File: config.mk
export PLATFORM = sky130hd
export DESIGN_NAME = slv_guard_cfg_regs_flat
export DESIGN_NICKNAME = d
export VERILOG_FILES = /design/src/rtl/slv_guard_cfg_regs_if.sv /design/src/rtl/slv_guard_cfg_regs.sv /design/src/flat_wrapper.sv
export SDC_FILE = /design/constraint.sdc
export NUM_CORES = 1
export LEC_CHECK = 0
export ABC_AREA = 1
export CAP_MARGIN = 5
export CORE_MARGIN = 1.5
export CORE_UTILIZATION = 48
export CTS_CLUSTER_DIAMETER = 40
export DETAILED_ROUTE_END_ITERATION = 8
export PLACE_DENSITY = 0.82
export SYNTH_ARGS = -nofsm -noshare
export SYNTH_HDL_FRONTEND = slang
export SYNTH_SLANG_ARGS = --single-unit
File: constraint.sdc
create_clock -name clk_i -period 3.55 [get_ports clk_i]
set_clock_uncertainty 0.05 [all_clocks]
set_input_delay 0.8875 -clock clk_i [delete_from_list [all_inputs] [get_ports clk_i]]
set_output_delay 0.8875 -clock clk_i [all_outputs]
set_load 0.02 [all_outputs]
File: src/rtl/slv_guard_cfg_regs_if.sv
// Register-bus bundle between the SoC config master and the slave-guard register block.
// The master drives the request and holds it until ready; the slave answers with rdata/error.
interface slv_guard_cfg_regs_if #(
  parameter int AddrWidth = 32
);
  logic [AddrWidth-1:0] addr;
  logic [31:0]          wdata;
  logic [3:0]           wstrb;
  logic                 write;
  logic                 valid;
  logic [31:0]          rdata;
  logic                 error;
  logic                 ready;

  modport master (
    output addr, wdata, wstrb, write, valid,
    input  rdata, error, ready
  );

  modport slave (
    input  addr, wdata, wstrb, write, valid,
    output rdata, error, ready
  );
endinterface

File: src/rtl/slv_guard_cfg_regs.sv
// Configuration and status registers of the slave guard: enable, eight phase budgets,
// sticky W1C timeout flags, a saturating timeout-event counter and a registered interrupt.
module slv_guard_cfg_regs #(
  parameter int AddrWidth  = 32,
  parameter int CntWidth   = 10,
  parameter int HsCntWidth = 4
) (
  input  logic                  clk_i,
  input  logic                  rst_ni,
  slv_guard_cfg_regs_if.slave   reg_bus,
  input  logic [7:0]            timeout_evt_i,
  output logic                  guard_en_o,
  output logic                  irq_o,
  output logic [HsCntWidth-1:0] budget_aw_vld_rdy_o,
  output logic [HsCntWidth-1:0] budget_w_vld_rdy_o,
  output logic [HsCntWidth-1:0] budget_b_vld_rdy_o,
  output logic [HsCntWidth-1:0] budget_ar_vld_rdy_o,
  output logic [CntWidth-1:0]   budget_unit_w_o,
  output logic [CntWidth-1:0]   budget_wlast_bvld_o,
  output logic [CntWidth-1:0]   budget_unit_r_o,
  output logic [HsCntWidth-1:0] budget_r_vld_rdy_o
);

  typedef enum logic {IDLE, RESP} state_e;

  // Word index = addr[5:2]; indices 1..8 are the budgets in address order.
  localparam logic [3:0] IdxCtrl     = 4'd0;
  localparam logic [3:0] IdxStatus   = 4'd9;
  localparam logic [3:0] IdxCount    = 4'd10;
  localparam logic [3:0] IdxCountClr = 4'd11;

  state_e              state_q;
  logic [3:0]          idx_q;
  logic                write_q;
  logic [31:0]         wdata_q;
  logic [3:0]          wstrb_q;
  logic                ready_q, error_q;
  logic [31:0]         rdata_q;

  logic                enable_q, irq_en_q, irq_q;
  logic [CntWidth-1:0] budget_q [8];
  logic [7:0]          status_q;
  logic [CntWidth-1:0] count_q;

  // Budgets 1 (unit_w), 3 (wlast_bvld) and 6 (unit_r) are CntWidth wide, the rest HsCntWidth.
  function automatic logic [CntWidth-1:0] field_mask(input logic [2:0] sel);
    if (sel == 3'd1 || sel == 3'd3 || sel == 3'd6) return {CntWidth{1'b1}};
    return CntWidth'({HsCntWidth{1'b1}});
  endfunction

  function automatic logic [31:0] merge(input logic [31:0] old, input logic [31:0] data,
                                        input logic [31:0] mask);
    return (old & ~mask) | (data & mask);
  endfunction

  logic [3:0]  idx_c;
  logic [2:0]  bsel_c;
  logic        is_budget_c, err_c;
  logic [31:0] rdata_c;

  // NOTE: every always_comb output gets a default first so no path leaves it unassigned
  // (a missing default infers a latch).
  always_comb begin
    idx_c       = reg_bus.addr[5:2];
    bsel_c      = 3'(idx_c - 4'd1);
    is_budget_c = (idx_c >= 4'd1) && (idx_c <= 4'd8);
    err_c       = (reg_bus.addr[1:0] != 2'b00)
               || (reg_bus.addr > AddrWidth'(32'h2C))
               || (reg_bus.write && is_budget_c && enable_q)
               || (reg_bus.write && idx_c == IdxCount);
    rdata_c     = '0;
    if (!reg_bus.write && !err_c) begin
      if (idx_c == IdxCtrl)        rdata_c = {23'b0, enable_q, 7'b0, irq_en_q};
      else if (is_budget_c)        rdata_c = 32'(budget_q[bsel_c]);
      else if (idx_c == IdxStatus) rdata_c = {24'b0, status_q};
      else if (idx_c == IdxCount)  rdata_c = 32'(count_q);
    end
  end

  logic                commit;
  logic [31:0]         wmask, ctrl_wr;
  logic [7:0]          status_clr;
  logic                count_clr;
  logic [CntWidth:0]   count_sum;
  logic [CntWidth-1:0] count_nxt;

  always_comb begin
    commit     = (state_q == RESP) && write_q && !error_q;
    wmask      = {{8{wstrb_q[3]}}, {8{wstrb_q[2]}}, {8{wstrb_q[1]}}, {8{wstrb_q[0]}}};
    ctrl_wr    = merge({23'b0, enable_q, 7'b0, irq_en_q}, wdata_q, wmask);
    status_clr = (commit && idx_q == IdxStatus) ? (wdata_q[7:0] & wmask[7:0]) : 8'h00;
    count_clr  = commit && (idx_q == IdxCountClr) && (|wstrb_q);
    // A clear coinciding with events restarts the count from this cycle's events.
    count_sum  = {1'b0, count_clr ? {CntWidth{1'b0}} : count_q}
               + (CntWidth+1)'($countones(timeout_evt_i));
    count_nxt  = count_sum[CntWidth] ? {CntWidth{1'b1}} : count_sum[CntWidth-1:0];
  end

  // NOTE: sequential state uses non-blocking assignments so every flop samples
  // pre-edge values regardless of block ordering.
  always_ff @(posedge clk_i or negedge rst_ni) begin
    if (!rst_ni) begin
      state_q <= IDLE;
      ready_q <= 1'b0;
      error_q <= 1'b0;
      rdata_q <= '0;
      idx_q   <= '0;
      write_q <= 1'b0;
      wdata_q <= '0;
      wstrb_q <= '0;
    end else begin
      case (state_q)
        IDLE: if (reg_bus.valid) begin
          state_q <= RESP;
          ready_q <= 1'b1;
          error_q <= err_c;
          rdata_q <= rdata_c;
          idx_q   <= idx_c;
          write_q <= reg_bus.write;
          wdata_q <= reg_bus.wdata;
          wstrb_q <= reg_bus.wstrb;
        end
        RESP: begin
          state_q <= IDLE;
          ready_q <= 1'b0;
          error_q <= 1'b0;
          rdata_q <= '0;
        end
        default: state_q <= IDLE;
      endcase
    end
  end

  always_ff @(posedge clk_i or negedge rst_ni) begin
    if (!rst_ni) begin
      enable_q <= 1'b0;
      irq_en_q <= 1'b0;
      irq_q    <= 1'b0;
      status_q <= '0;
      count_q  <= '0;
      // NOTE: the budget array is only eight flop words driving live outputs, so it is
      // reset like any other register (large RAM-style arrays would not be).
      for (int i = 0; i < 8; i++) budget_q[i] <= '0;
    end else begin
      status_q <= (status_q & ~status_clr) | timeout_evt_i;
      count_q  <= count_nxt;
      irq_q    <= irq_en_q & (|status_q);
      if (commit && idx_q == IdxCtrl) begin
        enable_q <= ctrl_wr[8];
        irq_en_q <= ctrl_wr[0];
      end
      for (int i = 0; i < 8; i++) begin
        if (commit && idx_q == 4'(i + 1))
          budget_q[i] <= CntWidth'(merge(32'(budget_q[i]), wdata_q, wmask)) & field_mask(3'(i));
      end
    end
  end

  assign reg_bus.ready = ready_q;
  assign reg_bus.error = error_q;
  assign reg_bus.rdata = rdata_q;

  assign guard_en_o          = enable_q;
  assign irq_o               = irq_q;
  assign budget_aw_vld_rdy_o = HsCntWidth'(budget_q[0]);
  assign budget_unit_w_o     = budget_q[1];
  assign budget_w_vld_rdy_o  = HsCntWidth'(budget_q[2]);
  assign budget_wlast_bvld_o = budget_q[3];
  assign budget_b_vld_rdy_o  = HsCntWidth'(budget_q[4]);
  assign budget_ar_vld_rdy_o = HsCntWidth'(budget_q[5]);
  assign budget_unit_r_o     = budget_q[6];
  assign budget_r_vld_rdy_o  = HsCntWidth'(budget_q[7]);

endmodule
File: src/flat_wrapper.sv
// flat-port wrapper written by rule: the top's interface ports become plain ports
module slv_guard_cfg_regs_flat 
#(
  parameter int AddrWidth  = 32,
  parameter int CntWidth   = 10,
  parameter int HsCntWidth = 4
)
  (clk_i, rst_ni, timeout_evt_i, guard_en_o, irq_o, budget_aw_vld_rdy_o, budget_w_vld_rdy_o, budget_b_vld_rdy_o, budget_ar_vld_rdy_o, budget_unit_w_o, budget_wlast_bvld_o, budget_unit_r_o, budget_r_vld_rdy_o, reg_bus_addr, reg_bus_wdata, reg_bus_wstrb, reg_bus_write, reg_bus_valid, reg_bus_rdata, reg_bus_error, reg_bus_ready);
  slv_guard_cfg_regs_if #(.AddrWidth(AddrWidth)) reg_bus_i ();
  input  logic clk_i;
  input  logic rst_ni;
  input  logic [7:0] timeout_evt_i;
  output logic guard_en_o;
  output logic irq_o;
  output logic [HsCntWidth-1:0] budget_aw_vld_rdy_o;
  output logic [HsCntWidth-1:0] budget_w_vld_rdy_o;
  output logic [HsCntWidth-1:0] budget_b_vld_rdy_o;
  output logic [HsCntWidth-1:0] budget_ar_vld_rdy_o;
  output logic [CntWidth-1:0] budget_unit_w_o;
  output logic [CntWidth-1:0] budget_wlast_bvld_o;
  output logic [CntWidth-1:0] budget_unit_r_o;
  output logic [HsCntWidth-1:0] budget_r_vld_rdy_o;
  input wire logic [$bits(reg_bus_i.addr)-1:0] reg_bus_addr;
  input wire logic [$bits(reg_bus_i.wdata)-1:0] reg_bus_wdata;
  input wire logic [$bits(reg_bus_i.wstrb)-1:0] reg_bus_wstrb;
  input wire logic [$bits(reg_bus_i.write)-1:0] reg_bus_write;
  input wire logic [$bits(reg_bus_i.valid)-1:0] reg_bus_valid;
  output wire logic [$bits(reg_bus_i.rdata)-1:0] reg_bus_rdata;
  output wire logic [$bits(reg_bus_i.error)-1:0] reg_bus_error;
  output wire logic [$bits(reg_bus_i.ready)-1:0] reg_bus_ready;
  assign reg_bus_i.addr = reg_bus_addr;
  assign reg_bus_i.wdata = reg_bus_wdata;
  assign reg_bus_i.wstrb = reg_bus_wstrb;
  assign reg_bus_i.write = reg_bus_write;
  assign reg_bus_i.valid = reg_bus_valid;
  assign reg_bus_rdata = reg_bus_i.rdata;
  assign reg_bus_error = reg_bus_i.error;
  assign reg_bus_ready = reg_bus_i.ready;
  slv_guard_cfg_regs #(.AddrWidth(AddrWidth), .CntWidth(CntWidth), .HsCntWidth(HsCntWidth)) u_core (.clk_i(clk_i), .rst_ni(rst_ni), .reg_bus(reg_bus_i), .timeout_evt_i(timeout_evt_i), .guard_en_o(guard_en_o), .irq_o(irq_o), .budget_aw_vld_rdy_o(budget_aw_vld_rdy_o), .budget_w_vld_rdy_o(budget_w_vld_rdy_o), .budget_b_vld_rdy_o(budget_b_vld_rdy_o), .budget_ar_vld_rdy_o(budget_ar_vld_rdy_o), .budget_unit_w_o(budget_unit_w_o), .budget_wlast_bvld_o(budget_wlast_bvld_o), .budget_unit_r_o(budget_unit_r_o), .budget_r_vld_rdy_o(budget_r_vld_rdy_o));
endmodule
* Word level (Yosys, flattened, before mapping)
Index checks and enable logic that the tools add are counted.
** Storage, ports and cells
- Flip-flop bits (word level) :: 125
- Input port bits :: 80
- Output and inout port bits :: 86
- Word-level logic and storage cells :: 136
** Cells by class
- $add $sub $neg :: 9
- Magnitude comparators :: 4
- Eq/ne operators :: 13
- Multiplexer cells :: 28
- Bitwise operators :: 30
- Reduce and logical (&&, ||, !) cells :: 31
** Operators with widths (count)
- $mux 32 :: 5
- $mux 10 :: 11
- $and 10x10->10 :: 7
- $pmux 32 s2 :: 1
- $add 11x11->11 :: 3
- $gt 32x6->1 const B :: 1
- $bmux 10 s3 :: 1
- $or 10x10->10 :: 3
- $and 4x4->4 :: 5
- $eq 4x4->1 const B :: 5
- $or 4x4->4 :: 5
- $logic_and 1x1->1 :: 19
- $and 8x8->8 :: 2
- $eq 4x3->1 const B :: 4
- $add 10x11->11 :: 1
- $not 10->10 :: 1
- $and 9x9->9 :: 1
- $or 9x9->9 :: 1
- $add 1x1->2 :: 4
- $eq 4x2->1 const B :: 2
- $logic_not 4->1 :: 2
- $mux 8 :: 1
- $not 8->8 :: 1
- $or 8x8->8 :: 1
- 17 further kinds :: 28

* Logic depth before layout (Yosys ltp)
- Depth in word-level cells :: 11
- Gate-level depth with buffers :: 17
- Mapped depth without buffers :: 17

* Worst setup path after synthesis
OpenSTA, ideal clock, no wires.
- Kind :: input -> register
- Start :: input timeout_evt_i[6]
- End :: register u_core.count_q[9]
- Setup time :: 73 ps
- Arrival time :: 3920 ps
- Data required time :: 3427 ps
- Setup slack :: -493 ps
- Cell stages on the path :: 14
- Path buffers :: 0
- Path through :: ha_1 inv_1 fa_1 inv_1 fa_1 inv_1 fa_1 fa_1 nand3b_1 nand2_1 nand2_1 nor2_2 nand4_2 nand3_1
** On the way
- Cells in the longest elaborated chain, start to end :: 5
** Ends and longest elaborated chain
- start: declaration :: line flat_wrapper.sv:12 : input logic [7:0] timeout_evt_i;
- $add 1x1->2 (not written as such) :: line slv_guard_cfg_regs.sv:95 : + (CntWidth+1)'($countones(timeout_evt_i));
- $add 11x11->11 (not written as such) (2 in a row) :: line slv_guard_cfg_regs.sv:95
- $add 10x11->11 :: line slv_guard_cfg_regs.sv:95
- $mux 10 :: line slv_guard_cfg_regs.sv:96 : count_nxt = count_sum[CntWidth] ? {CntWidth{1'b1}} : count_sum[CntWidth-1:0];
- via u_core.count_nxt[9] :: line slv_guard_cfg_regs.sv:85 : logic [CntWidth-1:0] count_nxt;
- end signal: assignment :: line slv_guard_cfg_regs.sv:146 : count_q <= count_nxt;
- end: declaration :: line slv_guard_cfg_regs.sv:43 : logic [CntWidth-1:0] count_q;
The timed path passes the listed nets, and every way through them passes these cells.
A chain may end at the register's enable or synchronous reset.

* Worst setup path in the final report
- Start :: input timeout_evt_i[5]
- End :: register u_core.count_q[8]
The elaborated chain is that of the path after synthesis.

==> results.json <==
{
  "outcome": "complete, but fails checks",
  "violations": "negative setup slack",
  "powerDensity_nw_per_um2": 525,
  "antenna_left": 0,
  "grt-ovfl-total": 0,
  "worst_pin_slew_ns": 0.720,
  "rows": 38,
  "yosys.cell_types.count": 41,
  "maxCapViolCount": 0,
  "avgRoutedWirePerCell_um": 16.0,
  "hold_viol": 0,
  "seqCellArea_um2": 2580,
  "dp_hpwl_mm": 11.5,
  "crit_path_start_kind": "input port",
  "synthXorXnorAreaFrac_pct": 0.480,
  "yosys.area_share.adder_pct": 4.71,
  "drc": 0,
  "r2r_slack_ns": 0.08,
  "ctsHtreeMaxLevel": 3,
  "max-slew-margin-rel_pct": 51.8,
  "yosys.area.top_type": "dfrtp_1",
  "finalCritPeriodShare_pct": 106,
  "synth_top_family_by_area": "simple AND/OR/NAND/NOR gates",
  "yosys.area_share.simple_pct": 28.5,
  "dieArea_um2": 12100,
  "synth_compound_area_share_pct": 10.1,
  "dpl_cell_area_um2": 6840,
  "n_antenna_cell": 0,
  "worst_setup_path_end_kind": "flip-flop",
  "clock-sinks": 103,
  "postSynthCellCount": 683,
  "clock_tree.buffer_depth": 2,
  "initialDrtViolationCount": 401,
  "grt_max_degree": 53,
  "num-fill-cells": 884,
  "initial_utilization_pct": 49.9,
  "dp_worst_setup_slack_ns": -0.940,
  "routed_via_density": 5.43,
  "ys_ff_latch": 103,
  "grt_pass1_vias": 5023,
  "synth_top_area_share_pct": 47.1,
  "mostFrequentLayoutCells": "181 x nand2_1, 114 x clkdlybuf4s50_1, 103 x dfrtp_1",
  "cts_inserted_buffers": 9,
  "vias": 5188,
  "synth-seq-area-share_pct": 47.1,
  "cts_tree": "yes",
  "p_leak_nw": 3.37,
  "ys_warn_count": 0,
  "syn_to_final_growth_pct": 32.2,
  "firstDrtPassIters": 5,
  "setup_viol": 10,
  "wirelength_mm": 15.3,
  "ios": 166,
  "synth_area_um2": 5480,
  "syn_avg_cell_area_um2": 8.02,
  "synth.area.top_cells": "dfrtp_1 47%, nand2_1 13%, nand3_1 6.2%",
  "grtUsageTotal_pct": 26.6,
  "cp.required_ns": 3.72,
  "muxShareOfSynthArea_pct": 0,
  "hold_class": "flip-flop to flip-flop",
  "path_max_fanout": 5,
  "nets": 908,
  "path_class": "input port to flip-flop",
  "insertion_delay_ns": 0.35,
  "antenna_found_initial": 0,
  "die_h_um": 110,
  "grt_pass1_wl_mm": 24.4,
  "fin_area_um2": 7240,
  "multiInputGateArea_um2": 2600,
  "place_congestion": 0.866,
  "rsz0062_at_grt": "true",
  "fmax_mhz": 266,
  "final_max_slew_viol_count": 0,
  "clk_pin_slew_ns": 0.07,
  "worst_slack_ns": -0.206,
  "core_um2": 11000,
  "fin_crit_ns": 3.76,
  "io_buffers": 121,
  "ir_drop_uv": 328,
  "cts-root-buf": "clkbuf_16",
  "drive_gt1_share_pct": 10.8,
  "final_common_cell": "nand2_1",
  "worst_ep_arrival_time_ns": 3.93,
  "die_w_um": 110
}
-- power breakdown --
part           leakage (nW)  switching, W  total, W  internal (W)
Sequential             1.33      0.000149   0.00150       0.00135
Combinational          1.89      0.000713   0.00126      0.000548
Clock                 0.157      0.000473   0.00104      0.000569
Total                  3.37       0.00133   0.00380       0.00247
-- logic make-up after synthesis --
kind of cell             after synthesis
AO/OA/AOI/OAI                         99
XOR/XNOR                               3
adder cells (fa/ha/maj)               17
buffers and inverters                103
flip-flops                           103
other                                  1
AND/OR/NAND/NOR                      357
-- metrics by stage --
stage	cells	total power [W]	setup TNS (ns)	hold slack, ns	util [%]
after detailed placement	938	0.00272	-9.27	0.424	62.3
after CTS	956	0.00380	-2.84	0.440	65.7
after floorplan	704	0.00222	-2.05	0.393	-
after global placement	938	0.00265	-8.07	0.405	62.3
after global routing	956	0.00402	-3.04	0.478	65.9
final	956	0.00380	-1.73	0.442	65.9
-- cell type report --
class	instances	area share (%)
Clock inverter	7	1.35
Sequential cell	103	35.6
Clock buffer	9	3.11
Timing Repair Buffer	136	18.4
Multi-Input combinational cell	499	35.9
Inverter	62	3.21
Tap cell	140	2.42
-- final timing paths --
path                                 startpoint                    to  depth (start not counted)
max reg2reg                     u_core.idx_q[0]     u_core.count_q[8]                         16
max                            timeout_evt_i[5]     u_core.count_q[8]                         16
min in group asynchronous                rst_ni             async pin                          1
min                        u_core.reg_bus.ready  u_core.reg_bus.ready                          2
min reg2reg                u_core.reg_bus.ready  u_core.reg_bus.ready                          2
max in group asynchronous                rst_ni        u_core.write_q                          2
-- routing by layer --
| metal | wire (um) | track usage, % | share of wire, % | vias to the layer above |
|---|---|---|---|---|
| met4 | 484 | 10.5 | 3.2 | 0 |
| met3 | 1190 | 4.80 | 7.8 | 42 |
| li1 | - | - | - | 2414 |
| met5 | 0 | 0 | 0 | - |
| met2 | 7440 | 44.1 | 49 | 259 |
| met1 | 6210 | 34.6 | 41 | 2473 |
-- cell usage after synthesis (all sizes together) --
cell and count:
nand3 71, conb 1, nor2b 1, a21boi 2, nor4 2, nor2 72, clkbuf 6, xnor2 2
nand3b 1, xor2 1, o21bai 4, inv 62, buf 35, a21oi 7, nand2b 1, o21ai 80
dfrtp 103, or2 4, nor3 4, nand4 6, ha 11, fa 6, nand2 191, and2 4
o211ai 6
-- critical path, stage by stage --
cell and delay, ns:
buf_8 0.10, ha_4 0.25, inv_2 0.03, fa_1 0.54, inv_2 0.04, fa_1 0.49
inv_2 0.04, fa_2 0.36, fa_2 0.39, nand3b_1 0.20, nand2_2 0.09, nand2_2 0.06
nor2_4 0.19, nand2_2 0.10, nand3_2 0.09, o21ai_2 0.06
-- what timing repair did --
item,4_1_cts,5_1_grt
gates resized for setup,38,8
endpoints found under the hold margin,0,0
endpoints found under the setup margin,10,10
hold buffers,0,0
cloned,1,0
buffers inserted,1,0
pin swaps,11,7
No activity file was read; power rests on OpenSTA's default activity.
